## src/rtl/cache_mem_arbiter.sv

```systemverilog
// Shared RAM-port arbiter between the icache and dcache control units.
// Holds the dcache grant across a block and gives the icache priority once starved.
package cpu_types_pkg;
  typedef logic [31:0] word_t;
  typedef enum logic [1:0] {FREE, BUSY, ACCESS, ERROR} ramstate_t;
endpackage

module cache_mem_arbiter
  import cpu_types_pkg::*;
#(
  parameter int unsigned BLOCK_WORDS  = 2,
  parameter int unsigned STARVE_LIMIT = 4
) (
  input  logic      CLK,
  input  logic      nRST,
  input  logic      iREN,
  input  word_t     iaddr,
  output logic      iwait,
  output word_t     iload,
  input  logic      dREN,
  input  logic      dWEN,
  input  word_t     daddr,
  input  word_t     dstore,
  output logic      dwait,
  output word_t     dload,
  output logic      ramREN,
  output logic      ramWEN,
  output word_t     ramaddr,
  output word_t     ramstore,
  input  word_t     ramload,
  input  ramstate_t ramstate,
  output logic      grant_i,
  output logic      grant_d
);

  localparam int unsigned SW = $clog2(STARVE_LIMIT + 1);
  localparam int unsigned BW = $clog2(BLOCK_WORDS) + 1;

  typedef enum logic [1:0] {IDLE, IGRANT, DGRANT} state_t;

  state_t        state, next_state;
  logic [BW-1:0] beat_cnt, beat_nxt;
  logic [SW-1:0] starve_cnt, starve_nxt;
  word_t         addr_q, store_q;
  logic          d_req, ram_ack, starved, last_beat;

  assign d_req     = dREN | dWEN;
  assign ram_ack   = (ramstate == ACCESS);
  assign starved   = (starve_cnt == SW'(STARVE_LIMIT));
  assign last_beat = ((beat_cnt + 1'b1) == BW'(BLOCK_WORDS));

  always_comb begin
    next_state = state;
    beat_nxt   = beat_cnt;
    case (state)
      IDLE: begin
        if (starved && iREN) begin
          next_state = IGRANT;
        end else if (d_req) begin
          next_state = DGRANT;
          beat_nxt   = '0;
        end else if (iREN) begin
          next_state = IGRANT;
        end
      end
      IGRANT: begin
        if (ram_ack || !iREN) next_state = IDLE;
      end
      DGRANT: begin
        if (ram_ack) beat_nxt = beat_cnt + 1'b1;
        // A dropped request ends the grant even mid-block; the next beat re-arbitrates.
        if (!d_req || (ram_ack && last_beat)) next_state = IDLE;
      end
      default: next_state = IDLE;
    endcase
  end

  always_comb begin
    if (!iREN || (state != IGRANT && next_state == IGRANT)) begin
      starve_nxt = '0;
    end else if (state != IGRANT && !starved) begin
      starve_nxt = starve_cnt + 1'b1;
    end else begin
      starve_nxt = starve_cnt;
    end
  end

  // Address and write data fall back to the last driven values while idle.
  always_comb begin
    ramREN   = 1'b0;
    ramWEN   = 1'b0;
    ramaddr  = addr_q;
    ramstore = store_q;
    case (state)
      IGRANT: begin
        ramREN  = iREN;
        ramaddr = iaddr;
      end
      DGRANT: begin
        ramREN   = dREN & ~dWEN;
        ramWEN   = dWEN;
        ramaddr  = daddr;
        ramstore = dstore;
      end
      default: ;
    endcase
  end

  always_ff @(posedge CLK or negedge nRST) begin
    if (!nRST) begin
      state      <= IDLE;
      beat_cnt   <= '0;
      starve_cnt <= '0;
      addr_q     <= '0;
      store_q    <= '0;
    end else begin
      state      <= next_state;
      beat_cnt   <= beat_nxt;
      starve_cnt <= starve_nxt;
      addr_q     <= ramaddr;
      store_q    <= ramstore;
    end
  end

  assign iwait   = ~((state == IGRANT) && ram_ack);
  assign dwait   = ~((state == DGRANT) && ram_ack);
  assign iload   = ramload;
  assign dload   = ramload;
  assign grant_i = (state == IGRANT);
  assign grant_d = (state == DGRANT);

endmodule

```

## config.mk

```make
export PLATFORM = sky130hd
export DESIGN_NAME = cache_mem_arbiter
export DESIGN_NICKNAME = d
export VERILOG_FILES = /design/src/rtl/cache_mem_arbiter.sv
export SDC_FILE = /design/constraint.sdc
export NUM_CORES = 1
export LEC_CHECK = 0
export CAP_MARGIN = 15
export CORE_MARGIN = 2
export CORE_UTILIZATION = 31
export DETAILED_ROUTE_END_ITERATION = 8
export PLACE_DENSITY = 0.77
export SLEW_MARGIN = 20
export SYNTH_ARGS = -nofsm -noshare
export SYNTH_HDL_FRONTEND = slang
export SYNTH_SLANG_ARGS = --single-unit
```

## constraint.sdc

```tcl
create_clock -name CLK -period 1.5 [get_ports CLK]
set_clock_uncertainty 0.05 [all_clocks]
set_input_delay 0.15 -clock CLK [delete_from_list [all_inputs] [get_ports CLK]]
set_output_delay 0.15 -clock CLK [all_outputs]
set_load 0.01 [all_outputs]
```

==> flow_metrics.py, run 1 <==
metrics = {
    "run_status": {
        "outcome": "complete, but fails checks",
        "violations": "setup timing",
    },
    "die": {
        "die_width_um": 111.6,
        "die-area_mm2": 0.01246,
        "floorplan.io_pins": 269,
        "floorplan.die.height_um": 111.6,
        "fp.coreArea_mm2": 0.01137,
        "initial_utilization_pct": 31.59,
        "row_count": 39,
    },
    "run": {
        "cap_viol_max_count": 0,
    },
    "logic_synthesis": {
        "syn_area_per_cell_um2": 10.69,
        "combinational_family_with_the_most_area_after_synthesis": "buffers and inverters",
        "synth.net_count": 478,
        "synth_simple_gate_area_share_pct": 6.130,
        "parity_gate_share_of_the_synthesized_area_counting_xor_and_xnor_cells_pct": 0.4876,
        "yosysUniqueCellTypes": 32,
        "yosys_warnings": 0,
        "synth-edff-count": 0,
        "synthCells": 336,
        "sequential_cell_area_fraction_in_the_yosys_report_pct": 49.46,
        "post_synth_instance_area_mm2": 0.003592,
        "adder_cell_area_share_of_the_yosys_netlist_pct": 2.438,
        "synth-compound-area-share_pct": 15.01,
        "synth-async-reset-ratio_pct": 100.0,
        "muxShareOfSynthArea_pct": 10.03,
        "total_of_flip_flops_plus_latches_after_synthesis": 71,
        "top_ff_cell_synth": "sky130_fd_sc_hd__dfrtp_1",
    },
    "sta": {
        "grt_setup_unrepaired": "true",
        "worst_rel_slew_slack_pct": 74.07,
        "finalWorstPathRequiredPeriod_ps": 2044,
        "final.period_utilization_pct": 136.2,
        "count_of_endpoints_failing_hold_in_the_final_timing_report": 0,
        "worst_pin_slew_ps": 389.0,
        "max_clock_freq_mhz": 489.3,
        "drv_slew": 0,
        "report.final.setup_viol": 101,
        "worst_slack_ps": -543.7,
    },
    "layout": {
        "layout_commonest_cell": "sky130_fd_sc_hd__clkdlybuf4s50_1",
        "drive_above_1_share_pct": 61.27,
        "final-instance-count-excl-fill": 693,
        "mostFrequentLayoutCells": "sky130_fd_sc_hd__clkdlybuf4s50_1 (101), sky130_fd_sc_hd__buf_6 (98), sky130_fd_sc_hd__dfrtp_1 (70), sky130_fd_sc_hd__buf_4 (43), sky130_fd_sc_hd__mux2_4 (32)",
        "postLayoutCellArea_mm2": 0.007525,
        "nets_finish": 687,
        "antenna-diode-count": 0,
        "area.growth.synth_to_final_pct": 109.5,
    },
    "placement": {
        "half_perimeter_wire_length_of_the_detailed_placement_result_mm": 8.311,
        "place.port_buffers": 172,
        "placement.cell_area_mm2": 0.005927,
        "routabilityCongestion": 0.7806,
        "dp.cells": 613,
    },
    "grt": {
        "grtUsageTotal_pct": 21.48,
        "grt_antenna_before_repair": 0,
        "grt_first_pass_wirelength_mm": 20.99,
        "grt_remaining_overflow": 0,
        "first_global_vias": 3801,
        "grt_max_degree": 72,
    },
    "cts": {
        "cts-htree-levels": 3,
        "tritoncts": "yes",
        "cts_buffer_depth": 2,
        "clkTransAtPathRegs_ps": 60,
        "clk_root_buffer_cell": "sky130_fd_sc_hd__clkbuf_16",
        "clkSinkCount": 71,
        "worst_skew_late_latency_ps": 320,
        "cts-buffers-inserted": 9,
    },
    "routing": {
        "first_pass_iters": 4,
        "detailroute.via_count": 3372,
        "totalWireLength_mm": 13.90,
        "post_drt_via_cell_ratio": 4.866,
        "post_route_drc": 0,
        "number_of_drc_markers_in_iteration_0": 127,
        "postRouteAntennaNets": 0,
        "routedWlPerCell_um": 20.06,
    },
    "setup_path": {
        "start_kind": "flip-flop",
        "crit_fanout": 7,
        "worst_ep_arrival_time_ps": 1840,
        "worst-endpoint-required_ps": 1300,
        "timing_worst_setup_path_type": "flip-flop to output pin",
        "endpoint_kind": "output pin",
    },
    "power": {
        "internal-power_w": 0.01319,
        "net_switching_power_figure_w": 0.007733,
        "irDropWorstVdd_mv": 1.397,
        "leakage_nw": 3.180,
        "part_of_the_total_power_dissipated_in_the_clock_network_pct": 10.2,
        "power_switching_share_pct": 36.97,
        "power.density_cell_area_mw_per_mm2": 2780,
        "comb_power_share_pct": 73.2,
        "pwr-share-seq_pct": 16.5,
    },
    "hold_path": {
        "min_path_type": "input pin to output pin",
    },
}
final cells by class:
type                       count  area [µm²]
clock buffer                  10       229.0
clock inverter                 6       71.32
fill                         843        3845
inverter                       8       30.03
multi-input combinational    174        2133
sequential                    71        1778
tap                          143       178.9
timing repair buffer         281        3104
state kept, by name (all words and copies together) (netlist names):
signal,count
addr_q,32
store_q,32
starve_cnt,3
beat_cnt,2
state,2
routing by layer:
metal	global-route usage (%)	routed length (µm)	vias to the layer above	share of wire, %
met2	39.60	7748	151	56
met1	22.89	4983	1654	36
met3	6.151	793	43	5.7
li1	-	-	1524	-
met4	8.889	375	0	2.7
met5	0	0	-	0
synthesized netlist by cell type, types with 2 or more instances:
cell / number / area, µm²
sky130_fd_sc_hd__inv_1: 8 / 30.03
sky130_fd_sc_hd__dfrtp_1: 71 / 1777
sky130_fd_sc_hd__a22oi_1: 32 / 240.2
sky130_fd_sc_hd__a21oi_1: 34 / 170.2
sky130_fd_sc_hd__nor2_1: 35 / 131.4
sky130_fd_sc_hd__clkbuf_1: 5 / 18.77
sky130_fd_sc_hd__buf_2: 7 / 35.03
sky130_fd_sc_hd__a211oi_1: 6 / 45.04
sky130_fd_sc_hd__buf_4: 64 / 480.5
sky130_fd_sc_hd__nand2b_1: 3 / 18.77
sky130_fd_sc_hd__ha_1: 7 / 87.58
sky130_fd_sc_hd__buf_1: 7 / 26.28
sky130_fd_sc_hd__mux2_1: 32 / 360.4
sky130_fd_sc_hd__a22o_1: 2 / 17.52
sky130_fd_sc_hd__nand2_1: 6 / 22.52
power by group through the flow:
stage / clock network (W) / logic (W) / registers, W
finish: 0.00214 / 0.0153 / 0.00346
global route: 0.00232 / 0.0161 / 0.00355
CTS: 0.00220 / 0.0139 / 0.00338
detailed placement: 0 / 0.0104 / 0.00330
global placement: 0 / 0.0102 / 0.00325
floorplan: 0 / 0.00603 / 0.00324
worst max-delay path, cell delays in order, from the launching register on:
cell	delay [ps]
sky130_fd_sc_hd__dfrtp_1	390
sky130_fd_sc_hd__inv_2	100
sky130_fd_sc_hd__buf_6	110
sky130_fd_sc_hd__ha_4	220
sky130_fd_sc_hd__buf_6	140
sky130_fd_sc_hd__buf_16	140
sky130_fd_sc_hd__buf_6	120
sky130_fd_sc_hd__a21oi_4	160
sky130_fd_sc_hd__buf_6	130
logic make-up (layout without fill, tap and decap cells):
family          after synthesis  count (layout)
buf+inv                      91             305
compound gates               83              83
flops                        71              71
simple gates                 50              50
mux                          32              32
fa+ha+maj                     7               7
xor+xnor                      2               2
through the flow:
step                      TNS, ps  util (%)  setup slack [ps]  total power (W)  hold slack, ps
after floorplan             -2066         -            -52.87         0.009263          -195.6
after global placement     -29440     52.13            -461.4          0.01344           141.1
after detailed placement   -31870     52.13            -503.3          0.01371           146.6
after CTS                  -34850     62.97            -536.8          0.01950           250.1
after global routing       -39880     66.18            -602.2          0.02195           250.0
final                      -33830     66.18            -543.7          0.02092           250.0
worst paths after layout:
kind	slack, ps	depth (start not counted)	startpoint	to
min in group asynchronous	320	3	nRST	store_q[29]
min reg2reg	450	1	store_q[23]	store_q[23]
max	-540	8	state[0]	ramaddr[9]
max reg2reg	-310	8	state[0]	starve_cnt[0]
min	250	0	ramload[16]	dload[16]
max in group asynchronous	770	3	nRST	state[1]
repair_timing:
action | 4_1_cts | 5_1_grt
setup buffers | 34 | 28
pin swaps | 29 | 27
cloned | 10 | 2
gates resized for setup | 430 | 63
endpoints found under the setup margin | 78 | 118
hold endpoints to repair | 71 | 0
hold buffers | 1 | 0
No activity file was read; power rests on OpenSTA's default activity.
==> inputs of run 2 (changes only) <==
--- a/config.mk
+++ b/config.mk
@@ -10,7 +10,9 @@
 export CORE_UTILIZATION = 31
 export DETAILED_ROUTE_END_ITERATION = 8
 export PLACE_DENSITY = 0.77
+export REMOVE_ABC_BUFFERS = 1
 export SLEW_MARGIN = 20
 export SYNTH_ARGS = -nofsm -noshare
 export SYNTH_HDL_FRONTEND = slang
 export SYNTH_SLANG_ARGS = --single-unit
+export TNS_END_PERCENT = 20
==> run 2 against run 1 <==
The flow still finishes with violations (setup timing). Non-clock buffer count down 47. Register-to-register slack improved by 20 ps. Setup slack better by 30 ps. Fmax increased by 1.5%. Clock power shrank 3%. Via count down 2.2%. Sequential cell count is the same. Core utilization fell by 8.2 points. Global-route usage up 4.0 points. Combinational power decreased by 20%. First-iteration DRC count shrank 2.4%. Sequential share of layout area rose by 3.3 points. Critical endpoint is now ramaddr[28].
==> flow_metrics.py, run 2 (same netlist as run 1, synthesis figures left out) <==
metrics = {
    "run_status": {
        "outcome": "complete, but fails checks",
        "violations": "setup timing",
    },
    "die": {
        "floorplan.die.height_um": 111.6,
        "floorplan.io_pins": 269,
        "fp.coreArea_mm2": 0.01137,
        "row_count": 39,
        "die_width_um": 111.6,
        "die-area_mm2": 0.01246,
        "initial_utilization_pct": 31.59,
    },
    "setup_path": {
        "worst-endpoint-required_ps": 1300,
        "timing.rr.start": "state[1]",
        "worst-r2r-cell-count": 7,
        "worst_ep_arrival_time_ps": 1810,
        "crit_fanout": 5,
        "timing_worst_setup_path_type": "flip-flop to output pin",
        "start_kind": "flip-flop",
        "endpoint_kind": "output pin",
        "setup.worst_path.start": "state[0]",
    },
    "grt": {
        "grt_max_degree": 72,
        "grt_first_pass_wirelength_mm": 23.28,
        "grt_remaining_overflow": 0,
        "grt_antenna_before_repair": 0,
        "first_global_vias": 3642,
        "grtUsageTotal_pct": 25.48,
    },
    "layout": {
        "multi_input_comb_area_mm2": 0.001847,
        "reg.largest.list": "addr_q: 32 flops, store_q: 32 flops, starve_cnt: 3 flops",
        "area.growth.synth_to_final_pct": 83.49,
        "nets_finish": 640,
        "sequential_cell_area_mm2": 0.001778,
        "filler_cell_count": 901,
        "drive_above_1_share_pct": 53.28,
        "mostFrequentLayoutCells": "sky130_fd_sc_hd__clkdlybuf4s50_1 (101), sky130_fd_sc_hd__dfrtp_1 (70), sky130_fd_sc_hd__buf_6 (60), sky130_fd_sc_hd__mux2_4 (32), sky130_fd_sc_hd__buf_4 (32)",
        "antenna-diode-count": 0,
        "layout_commonest_cell": "sky130_fd_sc_hd__clkdlybuf4s50_1",
    },
    "cts": {
        "clkTransAtPathRegs_ps": 60,
        "worst_skew_late_latency_ps": 320,
        "cts-htree-levels": 3,
        "cts-buffers-inserted": 9,
        "clkSinkCount": 71,
        "clk_root_buffer_cell": "sky130_fd_sc_hd__clkbuf_16",
        "tritoncts": "yes",
        "cts_buffer_depth": 2,
    },
    "sta": {
        "worst_pin_slew_ps": 392.1,
        "final.period_utilization_pct": 134.2,
        "worst_rel_slew_slack_pct": 73.86,
        "grt_setup_unrepaired": "true",
        "worst_slack_ps": -513.3,
        "count_of_endpoints_failing_hold_in_the_final_timing_report": 0,
        "drv_slew": 0,
        "report.final.setup_viol": 90,
        "finalHoldWorstSlack_ps": 250.2,
        "finalWorstPathRequiredPeriod_ps": 2013,
        "max_clock_freq_mhz": 496.7,
    },
    "routing": {
        "routedWlPerCell_um": 25.36,
        "post_route_drc": 0,
        "number_of_drc_markers_in_iteration_0": 124,
        "post_drt_via_cell_ratio": 5.104,
        "detailroute.via_count": 3297,
        "totalWireLength_mm": 16.38,
        "postRouteAntennaNets": 0,
        "first_pass_iters": 4,
    },
    "run": {
        "cap_viol_max_count": 0,
    },
    "placement": {
        "place.port_buffers": 172,
        "half_perimeter_wire_length_of_the_detailed_placement_result_mm": 11.63,
        "routabilityCongestion": 0.8831,
        "preCtsSetupSlack_ps": -670.5,
    },
    "hold_path": {
        "worst_hold_path.num_cells": 0,
        "min-delay-start": "ramload[12]",
        "min_path_type": "input pin to output pin",
    },
    "power": {
        "irDropWorstVdd_mv": 1.270,
        "power.density_cell_area_mw_per_mm2": 2697,
        "leakage_nw": 2.820,
    },
}
run 2: cell count changes in the layout (fill, tap and decap cells not counted), sizes merged:
cell         delta
buf            -48
clkbuf          +2
clkinv          +1
clkinvlp        -1
dlygate4sd2     -1
run 2: final cells by class:
class / instances / share of cell area [%]
flip-flops and latches: 71 / 26.97
multi-input cells: 174 / 28.02
well taps: 143 / 2.715
clock buffers: 10 / 3.474
clock inverters: 6 / 0.9301
inverters: 8 / 0.4556
repair buffers: 234 / 37.43
run 2: worst paths after layout:
check | to | slack [ps]
max reg2reg | starve_cnt[0] | -290
min reg2reg | store_q[3] | 450
min | iload[12] | 250
max in group asynchronous | state[1] | 700
max | ramaddr[28] | -510
min in group asynchronous | addr_q[11] | 360
run 2: layer usage:
metal  track usage (%)  wire length [µm]  vias to the layer above
met5             10.59               158                        -
met4             8.148               435                        4
met3             17.26              2242                       33
met2             40.32              7545                      227
met1             26.59              5998                     1605
li1                  -                 -                     1428
run 2: critical path: stages (launching register included):
cell                        delay (ps)
sky130_fd_sc_hd__dfrtp_1           390
sky130_fd_sc_hd__inv_2              90
sky130_fd_sc_hd__buf_6             110
sky130_fd_sc_hd__ha_4              220
sky130_fd_sc_hd__buf_4             160
sky130_fd_sc_hd__clkbuf_16         170
sky130_fd_sc_hd__nor2_2            170
sky130_fd_sc_hd__a21oi_4            50
sky130_fd_sc_hd__buf_6             130
run 2: where the power goes:
part | total, W | internal [W] | switching, W
Sequential | 0.00335 | 0.00292 | 0.000429
Clock | 0.00208 | 0.00128 | 0.000803
Combinational | 0.0123 | 0.00684 | 0.00550
run 2: through the flow:
stage / total power (W) / cell area (µm²) / std cells / TNS, ps / utilization [%]
2_1_floorplan: 0.006416 / 3032 / 253 / -175470 / -
3_3_place_gp: 0.01109 / 5238 / 600 / -38910 / 46.07
3_5_place_dp: 0.01128 / 5238 / 600 / -43010 / 46.07
4_1_cts: 0.01654 / 6309 / 636 / -31090 / 55.49
5_1_grt: 0.01865 / 6591 / 646 / -36670 / 57.97
6_report: 0.01778 / 6591 / 646 / -30580 / 57.97
run 2: repair_timing:
item	4_1_cts	5_1_grt
setup buffers	13	7
pin swaps	10	3
hold buffers	1	0
gates cloned	6	3
endpoints found under the hold margin	71	0
endpoints found under the setup margin	117	109
resized for setup	468	48
==> inputs of run 3 (changes only) <==
--- a/config.mk
+++ b/config.mk
@@ -5,10 +5,12 @@
 export SDC_FILE = /design/constraint.sdc
 export NUM_CORES = 1
 export LEC_CHECK = 0
+export ABC_AREA = 1
 export CAP_MARGIN = 15
 export CORE_MARGIN = 2
 export CORE_UTILIZATION = 31
 export DETAILED_ROUTE_END_ITERATION = 8
+export GPL_ROUTABILITY_DRIVEN = 1
 export PLACE_DENSITY = 0.77
 export REMOVE_ABC_BUFFERS = 1
 export SLEW_MARGIN = 20
==> run 3 against run 2 <==
The flow finishes with violations (DRC, setup timing). Critical path depth is 1 lower. Clock power hardly changed. Setup slack worse by 9.0 ps. Combinational power hardly changed. Core utilization is 2.3 points higher. Sequential share of layout area is 1.4 points lower. Sequential cell count stayed put. Global-route usage is 1.8 points lower. Clock-buffer cell count is 1 lower. Synthesized cell count is 35% higher. Critical endpoint is now ramaddr[25]. Largest power group unchanged. Highest routed layer unchanged.
==> flow_metrics.py, run 3 <==
metrics = {
    "routing": {
        "totalWireLength_mm": 16.35,
        "routedWlPerCell_um": 20.48,
        "postRouteAntennaNets": 0,
        "detailroute.via_count": 3947,
        "post_drt_via_cell_ratio": 4.946,
        "post_route_drc": 9,
        "number_of_drc_markers_in_iteration_0": 181,
        "first_pass_iters": 8,
    },
    "logic_synthesis": {
        "synth_largest_area_cell": "sky130_fd_sc_hd__dfrtp_1",
        "top_ff_cell_synth": "sky130_fd_sc_hd__dfrtp_1",
        "yosys_warnings": 0,
        "yosysUniqueCellTypes": 21,
        "syn_area_per_cell_um2": 8.144,
        "total_of_flip_flops_plus_latches_after_synthesis": 71,
        "sequential_cell_area_fraction_in_the_yosys_report_pct": 48.27,
        "synth-edff-count": 0,
        "post_synth_instance_area_mm2": 0.003681,
        "synthCells": 452,
        "post-synth-top-count-cell": "sky130_fd_sc_hd__nand2_1",
        "synthDominantCellAreaShare_pct": 48.27,
        "synth_area_leaders": "sky130_fd_sc_hd__dfrtp_1 (48%), sky130_fd_sc_hd__nand2_1 (15%), sky130_fd_sc_hd__buf_4 (13%), sky130_fd_sc_hd__a21oi_1 (8.8%), sky130_fd_sc_hd__nor2_1 (3.4%)",
        "synth-async-reset-ratio_pct": 100.0,
        "synth_top_cells_by_count": "sky130_fd_sc_hd__nand2_1 (148), sky130_fd_sc_hd__dfrtp_1 (71), sky130_fd_sc_hd__a21oi_1 (65), sky130_fd_sc_hd__buf_4 (65), sky130_fd_sc_hd__nor2_1 (33)",
    },
    "cts": {
        "cts-buffers-inserted": 9,
        "clkSinkCount": 71,
        "clk_root_buffer_cell": "sky130_fd_sc_hd__clkbuf_16",
        "clkTransAtPathRegs_ps": 60,
        "cts_buffer_depth": 2,
        "tritoncts": "yes",
        "cts-htree-levels": 3,
        "worst_skew_late_latency_ps": 320,
    },
    "setup_path": {
        "worst_ep_arrival_time_ps": 1820,
        "timing.rr.start": "state[1]",
        "r2r-end": "starve_cnt[0]",
        "start_kind": "flip-flop",
        "timing_worst_setup_path_type": "flip-flop to output pin",
        "worst-r2r-cell-count": 15,
        "rrSetupSlack_ps": -470,
        "crit_fanout": 8,
        "endpoint_kind": "output pin",
        "setup.worst_path.start": "state[1]",
        "worst-endpoint-required_ps": 1300,
    },
    "sta": {
        "worst_rel_slew_slack_pct": 81.53,
        "finalHoldWorstSlack_ps": 197.6,
        "finalWorstPathRequiredPeriod_ps": 2022,
        "drv_slew": 0,
        "max_clock_freq_mhz": 494.5,
        "grt_setup_unrepaired": "true",
        "worst_slack_ps": -522.3,
        "count_of_endpoints_failing_hold_in_the_final_timing_report": 0,
        "worst_pin_slew_ps": 277.1,
        "report.final.setup_viol": 94,
        "final.period_utilization_pct": 134.8,
        "setup_total_negative_slack_ps": -34320,
    },
    "layout": {
        "postLayoutCellArea_mm2": 0.006937,
        "nets_finish": 792,
        "reg.largest.list": "addr_q: 32 flops, store_q: 32 flops, starve_cnt: 3 flops",
        "area.growth.synth_to_final_pct": 88.44,
        "layout_commonest_cell": "sky130_fd_sc_hd__clkdlybuf4s50_1",
        "antenna-diode-count": 0,
        "drive_above_1_share_pct": 49.31,
        "mostFrequentLayoutCells": "sky130_fd_sc_hd__clkdlybuf4s50_1 (101), sky130_fd_sc_hd__nand2_1 (92), sky130_fd_sc_hd__dfrtp_1 (71), sky130_fd_sc_hd__buf_6 (50), sky130_fd_sc_hd__buf_2 (47)",
        "utilization_of_the_core_after_routing_pct": 60.23,
    },
    "power": {
        "leakage_nw": 3.237,
        "irDropWorstVdd_mv": 1.437,
        "power.density_cell_area_mw_per_mm2": 2570,
    },
    "grt": {
        "grt_first_pass_wirelength_mm": 23.12,
        "grtUsageTotal_pct": 23.68,
        "grt_max_degree": 36,
        "grt_antenna_before_repair": 0,
        "grt_remaining_overflow": 0,
        "first_global_vias": 4141,
    },
    "run_status": {
        "outcome": "complete, but fails checks",
        "violations": "DRC, setup timing",
    },
    "run": {
        "cap_viol_max_count": 0,
    },
    "placement": {
        "place.port_buffers": 172,
        "preCtsSetupSlack_ps": -698.6,
        "routabilityCongestion": 0.8662,
        "placement.cell_area_mm2": 0.005373,
        "half_perimeter_wire_length_of_the_detailed_placement_result_mm": 10.08,
    },
    "die": {
        "fp.coreArea_mm2": 0.01152,
        "die-area_mm2": 0.01276,
        "initial_utilization_pct": 31.96,
        "row_count": 39,
        "floorplan.io_pins": 269,
        "die_width_um": 113.0,
        "floorplan.die.height_um": 113.0,
    },
    "hold_path": {
        "min_path_type": "input pin to asynchronous set/reset pin",
    },
}
run 3: changes by cell type in the layout (fill, tap and decap cells not counted), sizes merged, moves of 2 or more:
| cell | before | now |
|---|---|---|
| nand3 | 0 | 15 |
| a22oi | 32 | 0 |
| inv | 8 | 15 |
| nand2b | 3 | 0 |
| a211oi | 6 | 0 |
| buf | 128 | 165 |
| a21oi | 35 | 66 |
| a22o | 2 | 0 |
| nand2 | 6 | 151 |
| mux2 | 32 | 0 |
| nand4 | 0 | 2 |
run 3: timing repair:
| item | in CTS | in global routing |
|---|---|---|
| endpoints found under the hold margin | 51 | 0 |
| resized for setup | 387 | 120 |
| buffers inserted | 33 | 15 |
| pin swaps | 18 | 27 |
| gates cloned | 8 | 5 |
| hold buffers | 1 | 0 |
| endpoints found under the setup margin | 97 | 96 |
run 3: final cells by class:
| cell class | count | area, µm² |
|---|---|---|
| Fill cell | 930 | 4579 |
| Clock inverter | 7 | 72.57 |
| Sequential cell | 71 | 1777 |
| Multi-Input combinational cell | 280 | 1829 |
| Clock buffer | 9 | 225.2 |
| Timing Repair Buffer | 273 | 2778 |
| Tap cell | 143 | 178.9 |
| Inverter | 15 | 76.32 |
run 3: stage by stage:
stage | std cells | total power (W)
2_1_floorplan | 366 | 0.006639
4_1_cts | 778 | 0.01561
6_report | 798 | 0.01783
3_3_place_gp | 720 | 0.01123
5_1_grt | 798 | 0.01890
3_5_place_dp | 720 | 0.01142
run 3: critical path, stage by stage (launching register included):
cell	delay, ps
sky130_fd_sc_hd__dfrtp_1	400
sky130_fd_sc_hd__buf_4	150
sky130_fd_sc_hd__ha_4	190
sky130_fd_sc_hd__buf_12	140
sky130_fd_sc_hd__clkbuf_16	160
sky130_fd_sc_hd__a21oi_1	210
sky130_fd_sc_hd__a21oi_2	90
sky130_fd_sc_hd__buf_2	160
run 3: how the worst max path moves through the flow:
stage / end / slack [ps]
floorplan: beat_cnt[0] / -1670
global placement: ramaddr[8] / -620
detailed placement: ramaddr[0] / -700
CTS: ramaddr[18] / -550
global route: starve_cnt[0] / -600
finish: ramaddr[25] / -520
run 3: logic make-up (layout without fill, tap and decap cells):
logic type	after synthesis	in the layout	share of synthesized area, %
simple gates	202	202	22.06
flops	71	71	48.27
compound gates	70	70	9.857
xor+xnor	1	1	0.2380
buf+inv	101	304	17.20
fa+ha+maj	7	7	2.379
run 3: where the power goes:
| group | internal, W | switching, W |
|---|---|---|
| Sequential | 0.00290 | 0.000386 |
| Clock | 0.00129 | 0.000820 |
| Combinational | 0.00639 | 0.00604 |
run 3: layer usage:
metal	wire, µm	global-route usage, %	up-vias	share of wire, %
li1	-	-	1772	-
met1	6778	30.02	1920	41
met2	7364	35.06	228	45
met3	1885	12.53	25	12
met4	269	6.179	2	1.6
met5	47	5.490	-	0.29
